--- config.mk ---
export PLATFORM = sky130hd
export DESIGN_NAME = stride_addr_gen_flat
export DESIGN_NICKNAME = d
export VERILOG_FILES = /design/src/rtl/stride_addr_gen_pkg.sv /design/src/rtl/stride_addr_gen_if.sv /design/src/rtl/stride_addr_gen_channel.sv /design/src/rtl/stride_addr_gen.sv /design/src/flat_wrapper.sv
export SDC_FILE = /design/constraint.sdc
export NUM_CORES = 1
export LEC_CHECK = 0
export BUFFER_PORTS_ARGS = -buffer_cell sky130_fd_sc_hd__buf_2
export CAP_MARGIN = 40
export CORE_ASPECT_RATIO = 0.8
export CORE_MARGIN = 2
export CORE_UTILIZATION = 55
export CTS_BUF_LIST = sky130_fd_sc_hd__clkbuf_8
export DETAILED_ROUTE_END_ITERATION = 8
export GPL_TIMING_DRIVEN = 0
export PLACE_DENSITY_LB_ADDON = 0.2
export SLEW_MARGIN = 20
export SYNTH_ARGS = -nofsm -noshare
export SYNTH_HDL_FRONTEND = slang
export SYNTH_SLANG_ARGS = --single-unit
--- constraint.sdc ---
create_clock -name clk_i -period 15 [get_ports clk_i]
set_input_delay 1.5 -clock clk_i [delete_from_list [all_inputs] [get_ports clk_i]]
set_output_delay 1.5 -clock clk_i [all_outputs]
set_load 0.1 [all_outputs]
--- src/rtl/stride_addr_gen_pkg.sv ---
`default_nettype none
// ============================================================================
// Module      : addr_gen_pkg
// Description : Shared types for the strided address generator. Holds the
//               per-channel FSM state encoding and the channel mode encoding.
// Ports       : none (package)
// Options     : none
// Revision    : 1.0 - initial release
// ============================================================================
package addr_gen_pkg;

    // Per-channel controller state, explicit 2-bit encoding.
    typedef enum logic [1:0] {
        IDLE = 2'd0,
        RUN  = 2'd1,
        DONE = 2'd2
    } state_e;

    // Channel sequencing mode.
    typedef enum logic {
        ONESHOT = 1'b0,
        WRAP    = 1'b1
    } mode_e;

endpackage : addr_gen_pkg
`default_nettype wire

--- src/rtl/stride_addr_gen_if.sv ---
`default_nettype none
// ============================================================================
// Module      : stride_addr_gen_if
// Description : Address-stream bundle of the strided address generator.
//               master = generator side, slave = consumer side.
// Signals     : addr_o        per-channel address (ImAddrWidth bits each)
//               addr_valid_o  per-channel address valid
//               addr_ready_i  per-channel consumer ready
//               wrap_o        per-channel WRAP rollover pulse
//               done_o        per-channel ONESHOT completion pulse
//               busy_o        per-channel not-idle flag
//               stall_cnt_o   per-channel stall counter (optional)
// Options     : STRIDE_ADDR_GEN_STALL_CNT_EN adds stall_cnt_o
// Revision    : 1.0 - initial release
// ============================================================================
interface stride_addr_gen_if #(
    parameter int CsrDataWidth = 32,
    parameter int NumTotIm     = 1024,
    parameter int NumCh        = 4
);
    localparam int ImAddrWidth = $clog2(NumTotIm);

    logic [NumCh-1:0][ImAddrWidth-1:0]  addr_o;
    logic [NumCh-1:0]                   addr_valid_o;
    logic [NumCh-1:0]                   addr_ready_i;
    logic [NumCh-1:0]                   wrap_o;
    logic [NumCh-1:0]                   done_o;
    logic [NumCh-1:0]                   busy_o;
`ifdef STRIDE_ADDR_GEN_STALL_CNT_EN
    logic [NumCh-1:0][CsrDataWidth-1:0] stall_cnt_o;
`endif

    modport master (
        input  addr_ready_i,
`ifdef STRIDE_ADDR_GEN_STALL_CNT_EN
        output stall_cnt_o,
`endif
        output addr_o, addr_valid_o, wrap_o, done_o, busy_o
    );

    modport slave (
        output addr_ready_i,
`ifdef STRIDE_ADDR_GEN_STALL_CNT_EN
        input  stall_cnt_o,
`endif
        input  addr_o, addr_valid_o, wrap_o, done_o, busy_o
    );

endinterface : stride_addr_gen_if
`default_nettype wire

--- src/rtl/stride_addr_gen_channel.sv ---
`default_nettype none
// ============================================================================
// Module      : addr_gen_channel
// Description : One independent strided-address channel (IDLE/RUN/DONE).
//               Configuration is captured on start and held for the pass.
// Ports       : clk_i, rst_i (async, active-high), en_i (global enable)
//               start_i, clr_i, mode_i           control
//               start_addr_i, count_i, stride_i  configuration (on start)
//               addr_o/addr_valid_o/addr_ready_i address handshake
//               wrap_o, done_o, busy_o           status
//               stall_cnt_o                      optional stall counter
// Options     : STRIDE_ADDR_GEN_STALL_CNT_EN adds stall_cnt_o
// Revision    : 1.0 - initial release
// ============================================================================
module addr_gen_channel
    import addr_gen_pkg::*;
#(
    parameter int CsrDataWidth = 32,
    parameter int ImAddrWidth  = 10
) (
    input  wire                     clk_i,
    input  wire                     rst_i,
    input  wire                     en_i,
    input  wire                     start_i,
    input  wire                     clr_i,
    input  mode_e                   mode_i,
    input  wire  [CsrDataWidth-1:0] start_addr_i,
    input  wire  [CsrDataWidth-1:0] count_i,
    input  wire  [CsrDataWidth-1:0] stride_i,
    input  wire                     addr_ready_i,
`ifdef STRIDE_ADDR_GEN_STALL_CNT_EN
    output logic [CsrDataWidth-1:0] stall_cnt_o,
`endif
    output logic [ImAddrWidth-1:0]  addr_o,
    output logic                    addr_valid_o,
    output logic                    wrap_o,
    output logic                    done_o,
    output logic                    busy_o
);

    localparam logic [CsrDataWidth-1:0] C_ONE = CsrDataWidth'(1);

    state_e                  state_q, state_d;
    mode_e                   mode_q,  mode_d;
    logic [CsrDataWidth-1:0] idx_q,   idx_d;
    logic [CsrDataWidth-1:0] addr_q,  addr_d;
    logic [CsrDataWidth-1:0] base_q,  base_d;
    logic [CsrDataWidth-1:0] count_q, count_d;
    logic [CsrDataWidth-1:0] stride_q, stride_d;
`ifdef STRIDE_ADDR_GEN_STALL_CNT_EN
    logic [CsrDataWidth-1:0] stall_q, stall_d;
`endif

    logic w_abort;
    logic w_hs;
    logic w_adv;
    logic w_last;
    logic w_addr_unused;

    // Global disable acts exactly like a per-channel clear.
    assign w_abort = clr_i | ~en_i;
    assign w_hs    = (state_q == RUN) & addr_ready_i;
    // A handshake only advances the pass when no abort/restart overrides it.
    assign w_adv   = w_hs & ~w_abort & ~start_i;
    // count_q is never zero in RUN, so count_q-1 cannot underflow there.
    assign w_last  = (idx_q == (count_q - C_ONE));

    always_comb begin
        state_d  = state_q;
        mode_d   = mode_q;
        idx_d    = idx_q;
        addr_d   = addr_q;
        base_d   = base_q;
        count_d  = count_q;
        stride_d = stride_q;
`ifdef STRIDE_ADDR_GEN_STALL_CNT_EN
        stall_d  = stall_q;
`endif
        if (w_abort) begin
            state_d = IDLE;
            idx_d   = '0;
            addr_d  = '0;
`ifdef STRIDE_ADDR_GEN_STALL_CNT_EN
            stall_d = '0;
`endif
        end else if (start_i) begin
            mode_d   = mode_i;
            base_d   = start_addr_i;
            count_d  = count_i;
            stride_d = stride_i;
            idx_d    = '0;
            addr_d   = start_addr_i;
            // An empty pass skips RUN entirely.
            state_d  = (count_i == '0) ? DONE : RUN;
`ifdef STRIDE_ADDR_GEN_STALL_CNT_EN
            stall_d  = '0;
`endif
        end else begin
            case (state_q)
                RUN: begin
                    if (w_hs) begin
                        if (w_last) begin
                            if (mode_q == WRAP) begin
                                idx_d  = '0;
                                addr_d = base_q;
                            end else begin
                                state_d = DONE;
                            end
                        end else begin
                            idx_d  = idx_q + C_ONE;
                            addr_d = addr_q + stride_q;
                        end
                    end
`ifdef STRIDE_ADDR_GEN_STALL_CNT_EN
                    else if (stall_q != '1) begin
                        stall_d = stall_q + C_ONE;
                    end
`endif
                end
                DONE:    state_d = IDLE;
                default: state_d = IDLE;
            endcase
        end
    end

    always_ff @(posedge clk_i or posedge rst_i) begin
        if (rst_i) begin
            state_q  <= IDLE;
            mode_q   <= ONESHOT;
            idx_q    <= '0;
            addr_q   <= '0;
            base_q   <= '0;
            count_q  <= '0;
            stride_q <= '0;
`ifdef STRIDE_ADDR_GEN_STALL_CNT_EN
            stall_q  <= '0;
`endif
        end else begin
            state_q  <= state_d;
            mode_q   <= mode_d;
            idx_q    <= idx_d;
            addr_q   <= addr_d;
            base_q   <= base_d;
            count_q  <= count_d;
            stride_q <= stride_d;
`ifdef STRIDE_ADDR_GEN_STALL_CNT_EN
            stall_q  <= stall_d;
`endif
        end
    end

    // Upper address bits are dropped: out-of-range addresses wrap silently.
    assign addr_o        = addr_q[ImAddrWidth-1:0];
    assign w_addr_unused = ^addr_q[CsrDataWidth-1:ImAddrWidth];
    assign addr_valid_o  = (state_q == RUN);
    assign wrap_o        = w_adv & w_last & (mode_q == WRAP);
    assign done_o        = (state_q == DONE);
    assign busy_o        = (state_q != IDLE);
`ifdef STRIDE_ADDR_GEN_STALL_CNT_EN
    assign stall_cnt_o   = stall_q;
`endif

endmodule : addr_gen_channel
`default_nettype wire

--- src/rtl/stride_addr_gen.sv ---
`default_nettype none
// ============================================================================
// Module      : stride_addr_gen
// Description : Multi-channel strided address generator. NumCh independent
//               channels each emit start + k*stride addresses with a
//               valid/ready handshake, in ONESHOT or WRAP mode.
// Ports       : clk_i, rst_i (async, active-high), en_i (global enable)
//               start_i, clr_i, mode_i           per-channel control
//               start_addr_i, count_i, stride_i  per-channel configuration
//               bus (stride_addr_gen_if.master)  address stream + status
// Options     : STRIDE_ADDR_GEN_STALL_CNT_EN adds bus.stall_cnt_o
// Revision    : 1.0 - initial release
// ============================================================================
module stride_addr_gen
    import addr_gen_pkg::*;
#(
    parameter int CsrDataWidth = 32,
    parameter int NumTotIm     = 1024,
    parameter int NumCh        = 4
) (
    input  wire                                 clk_i,
    input  wire                                 rst_i,
    input  wire                                 en_i,
    input  wire  [NumCh-1:0]                    start_i,
    input  wire  [NumCh-1:0]                    clr_i,
    input  wire  [NumCh-1:0]                    mode_i,
    input  wire  [NumCh-1:0][CsrDataWidth-1:0]  start_addr_i,
    input  wire  [NumCh-1:0][CsrDataWidth-1:0]  count_i,
    input  wire  [NumCh-1:0][CsrDataWidth-1:0]  stride_i,
    stride_addr_gen_if.master                   bus
);

    localparam int ImAddrWidth = $clog2(NumTotIm);

    logic [NumCh-1:0][ImAddrWidth-1:0]  w_addr;
    logic [NumCh-1:0]                   w_valid;
    logic [NumCh-1:0]                   w_wrap;
    logic [NumCh-1:0]                   w_done;
    logic [NumCh-1:0]                   w_busy;
    logic [NumCh-1:0]                   w_ready;
`ifdef STRIDE_ADDR_GEN_STALL_CNT_EN
    logic [NumCh-1:0][CsrDataWidth-1:0] w_stall;
`endif

    assign w_ready = bus.addr_ready_i;

    for (genvar g = 0; g < NumCh; g++) begin : g_ch
        addr_gen_channel #(
            .CsrDataWidth (CsrDataWidth),
            .ImAddrWidth  (ImAddrWidth)
        ) u_ch (
            .clk_i        (clk_i),
            .rst_i        (rst_i),
            .en_i         (en_i),
            .start_i      (start_i[g]),
            .clr_i        (clr_i[g]),
            .mode_i       (mode_e'(mode_i[g])),
            .start_addr_i (start_addr_i[g]),
            .count_i      (count_i[g]),
            .stride_i     (stride_i[g]),
            .addr_ready_i (w_ready[g]),
`ifdef STRIDE_ADDR_GEN_STALL_CNT_EN
            .stall_cnt_o  (w_stall[g]),
`endif
            .addr_o       (w_addr[g]),
            .addr_valid_o (w_valid[g]),
            .wrap_o       (w_wrap[g]),
            .done_o       (w_done[g]),
            .busy_o       (w_busy[g])
        );
    end

    assign bus.addr_o       = w_addr;
    assign bus.addr_valid_o = w_valid;
    assign bus.wrap_o       = w_wrap;
    assign bus.done_o       = w_done;
    assign bus.busy_o       = w_busy;
`ifdef STRIDE_ADDR_GEN_STALL_CNT_EN
    assign bus.stall_cnt_o  = w_stall;
`endif

endmodule : stride_addr_gen
`default_nettype wire
--- src/flat_wrapper.sv ---
// flat-port wrapper written by rule: the top's interface ports become plain ports
module stride_addr_gen_flat import addr_gen_pkg::*;
#(
    parameter int CsrDataWidth = 32,
    parameter int NumTotIm     = 1024,
    parameter int NumCh        = 4
)
  (clk_i, rst_i, en_i, start_i, clr_i, mode_i, start_addr_i, count_i, stride_i, bus_addr_ready_i, bus_addr_o, bus_addr_valid_o, bus_wrap_o, bus_done_o, bus_busy_o);
  stride_addr_gen_if #(.CsrDataWidth(CsrDataWidth), .NumTotIm(NumTotIm), .NumCh(NumCh)) bus_i ();
  input  wire clk_i;
  input  wire rst_i;
  input  wire en_i;
  input  wire  [NumCh-1:0] start_i;
  input  wire  [NumCh-1:0] clr_i;
  input  wire  [NumCh-1:0] mode_i;
  input  wire  [NumCh-1:0][CsrDataWidth-1:0] start_addr_i;
  input  wire  [NumCh-1:0][CsrDataWidth-1:0] count_i;
  input  wire  [NumCh-1:0][CsrDataWidth-1:0] stride_i;
  input wire logic [$bits(bus_i.addr_ready_i)-1:0] bus_addr_ready_i;
  output wire logic [$bits(bus_i.addr_o)-1:0] bus_addr_o;
  output wire logic [$bits(bus_i.addr_valid_o)-1:0] bus_addr_valid_o;
  output wire logic [$bits(bus_i.wrap_o)-1:0] bus_wrap_o;
  output wire logic [$bits(bus_i.done_o)-1:0] bus_done_o;
  output wire logic [$bits(bus_i.busy_o)-1:0] bus_busy_o;
  assign bus_i.addr_ready_i = bus_addr_ready_i;
  assign bus_addr_o = bus_i.addr_o;
  assign bus_addr_valid_o = bus_i.addr_valid_o;
  assign bus_wrap_o = bus_i.wrap_o;
  assign bus_done_o = bus_i.done_o;
  assign bus_busy_o = bus_i.busy_o;
  stride_addr_gen #(.CsrDataWidth(CsrDataWidth), .NumTotIm(NumTotIm), .NumCh(NumCh)) u_core (.clk_i(clk_i), .rst_i(rst_i), .en_i(en_i), .start_i(start_i), .clr_i(clr_i), .mode_i(mode_i), .start_addr_i(start_addr_i), .count_i(count_i), .stride_i(stride_i), .bus(bus_i));
endmodule
==> impl_metrics.csv <==
group,metric,value,unit
drt,finalWirelength,71310,µm
drt,postRouteAntennaNets,0,
floorplanning,fp.dieW,237.8,µm
timing,clock.fmax,141.2,MHz
power,p_leak,12.92,nW
drt,initialDrtViolationCount,1838,
floorplanning,dieArea,45430,µm²
power,powerDensity,106.0,nW/µm²
clock_tree,htreeDepth,3,
clock_tree,clk_latency,0.66,ns
global_route,grt_overflow,0,
place,place_area,26310,µm²
synthesis,synth_common_cells,"nand2_1, dfrtp_1, nor2_1",
timing,holdWs,0.4740,ns
clock_tree,cts-resized-gates,0,
synthesis,ys_types,89,
synthesis,yosysTopAreaCellShare,0.4037,
setup_path,worst-path-max-fanout,10,
synthesis,ys.flop_type,"dfrtp_1",
synthesis,yosysMostFrequentCell,"nand2_1",
synthesis,synthSimpleGateAreaFrac,0.2954,
floorplanning,start_util,0.5576,
outcome,status,"completed",
timing,rsz0062_at_grt,"no",
setup_path,critical-path-max-stage-delay,0.75,ns
clock_tree,cts.sinks,388,
place,place_inst,3732,
clock_tree,cts_inserted_buffers,68,
synthesis,synth_top_family_by_area,"simple AND/OR/NAND/NOR gates",
synthesis,syn_nets,3334,
floorplanning,die_h,191.0,µm
drt,first_pass_iters,7,
synthesis,synthCells,2883,
setup_path,path_cells,"clkbuf_1 > nor3_1 > nand3_1 > or3_1 > o31ai_1 > o21ai_0 > nor4b_1 > o2111ai_1 > buf_2 > nor3_1 > buf_4 > buf_2",
drt,wl_per_cell,18.48,µm
synthesis,synthAdderAreaFrac,0.02622,
global_route,antenna_found_initial,11,
clock_tree,cts_hold_buf,0,
setup_path,timing.critical_path.slowest_stage_cell,"nor3_1",
synthesis,synth_xor_area_frac,0.07537,
synthesis,ys_async_sr_fraction,1.000,
final_layout,fill_cells,3710,
place,io_buffers,282,
clock_tree,root_buffer,"clkbuf_8",
global_route,grt_max_degree,103,
synthesis,synthTopCellsByArea,"dfrtp_1, nand2_1, xnor2_1, xor2_1, o21ai_0",
timing,worstMarginPinSlew,0.8600,ns
timing,setup_viol,0,
final_layout,fin_cells,3858,
place,hpwl,53700,µm
clock_tree,cts_buffer_depth,3,
synthesis,syn_area_per_cell,8.343,µm²
floorplanning,coreArea,43140,µm²
synthesis,synth-compound-area-share,0.1241,
clock_tree,post_cts_buffers,0,
global_route,grt_pass1_wl,114000,µm
timing,hold_viol,0,
timing,setup_tns,0,ns
setup_path,crit_required,13.50,ns
final_layout,syn_to_final_growth,15.12,%
synthesis,synth-seq-cells,388,
setup_path,worstPathArrival,5.58,ns
final_layout,finalInstanceArea,27690,µm²
hold_path,hp-class,"flip-flop to flip-flop",
clock_tree,cts_tree,"done",
setup_path,crit_buf_inv,4,
synthesis,ys.warnings.count,0,
power,ir_drop,77.33,µV
synthesis,ys_seq_area_frac,0.4037,
synthesis,synth_top_area_cell,"dfrtp_1",
timing,slew_headroom,0.4219,
drt,drc,0,
global_route,grt.total_usage,0.3131,
timing,maxSlewViolCount,0,
global_route,grt_pass1_vias,21780,
synthesis,synthesis.area,24050,µm²
job,drv_cap,0,
timing,skew,0.03582,ns
floorplanning,num_rows,68,
synthesis,synth-edff-count,0,
clock_tree,path_clk_slew,0.06,ns
floorplanning,io_pins,459,
final_layout,fin_util,0.6419,
timing,period_share,0.4722,
final_layout,drive_above_1_share,0.1535,
setup_path,endpoint_kind,"output port",
setup_path,critPathLaunchType,"flip-flop",
place,gp_congestion,0.9455,
timing,finalWorstPathRequiredPeriod,7.084,ns
setup_path,crit_type,"flip-flop to output port",
drt,vias_per_cell,5.956,
final_layout,nets,3693,
setup_path,crit_family,"simple AND/OR/NAND/NOR gates",
drt,vias,22980,
synthesis,synth_mux_area_frac,0.04083,
==> report_power, final <==
group | internal, mW | switching [mW]
sequential | 1.15 | 0.113
combinational | 0.256 | 0.422
clock | 0.534 | 0.464
total | 1.94 | 0.998
==> stage by stage <==
step / power [mW] / setup slack, ns
finish: 2.936 / 7.916
global route: 3.091 / 7.597
CTS: 2.952 / 7.946
detailed placement: 1.944 / 8.711
global placement: 1.915 / -1.488
floorplan: 1.748 / 2.716
==> state kept, by name (all words and copies together) (netlist names) <==
register	flops
u_core.g_ch.u_ch.state_q	8
u_core.g_ch.u_ch.base_q	40
u_core.g_ch.u_ch.idx_q	128
u_core.g_ch.u_ch.count_q	128
u_core.g_ch.u_ch.mode_q	4
u_core.g_ch.u_ch.addr_q	40
u_core.g_ch.u_ch.stride_q	40
==> metal layers <==
layer / global-route usage / up-vias / wire length (µm)
li1: - / 10920 / -
met1: 0.4514 / 11020 / 32350
met2: 0.4714 / 897 / 31260
met3: 0.06383 / 142 / 5739
met4: 0.1038 / 6 / 1930
met5: 0 / - / 35
==> area by class of cell <==
| type | count | area (µm²) | share of cell area |
|---|---|---|---|
| Inverter | 39 | 153.9 | 0.005558 |
| Clock buffer | 83 | 1142 | 0.04126 |
| Timing Repair Buffer | 289 | 1548 | 0.05590 |
| Antenna cell | 9 | 22.52 | 0.0008134 |
| Buffer | 156 | 681.9 | 0.02463 |
| Sequential cell | 388 | 9709 | 0.3507 |
| Multi-Input combinational cell | 2300 | 13520 | 0.4883 |
| Tap cell | 560 | 700.7 | 0.02530 |
| Clock inverter | 34 | 210.2 | 0.007592 |
==> placed cells by master, fill, tap and decap left out, drive strengths merged, types with 83 or more instances in the layout <==
| cell type | instances |
|---|---|
| nand3 | 110 |
| a21oi | 110 |
| nor2 | 147 |
| nand2 | 722 |
| o21ai | 132 |
| xnor2 | 132 |
| buf | 333 |
| nor3 | 83 |
| nor4 | 88 |
| dfrtp | 388 |
| clkbuf | 194 |
==> cell families after synthesis <==
family,count (synthesis)
adders and majority gates,48
DFF,388
and+or+nand+nor,1476
AOI/OAI and AO/OA,476
buffers and inverters,195
xor gates and xnor gates,207
muxes,93
==> tightest hold or removal path, stage by stage, from the launching register on <==
cell and delay [ns]:
dfrtp_1 0.34, nand2_1 0.05, nand2_1 0.05
==> path summary, 6_finish.rpt <==
check	end	slack [ns]	depth (start not counted)	start
worst max-delay path	bus_wrap_o[3]	7.92	12	u_core.g_ch[3].u_ch.count_q[7]$_DFFE_PP0P_
worst min-delay path	u_core.g_ch[3].u_ch.base_q[1]$_DFFE_PP0P_	0.47	2	u_core.g_ch[3].u_ch.base_q[1]$_DFFE_PP0P_
worst max register to register	u_core.g_ch[3].u_ch.addr_q[4]$_DFFE_PP0P_	10.13	12	u_core.g_ch[3].u_ch.count_q[7]$_DFFE_PP0P_
worst min register to register	u_core.g_ch[3].u_ch.base_q[1]$_DFFE_PP0P_	0.47	2	u_core.g_ch[3].u_ch.base_q[1]$_DFFE_PP0P_
max in group asynchronous	u_core.g_ch[1].u_ch.idx_q[11]$_DFFE_PP0P_	12.89	4	rst_i
min in group asynchronous	u_core.g_ch[3].u_ch.addr_q[2]$_DFFE_PP0P_	0.83	2	rst_i
Power figures use the tool's default switching activity.
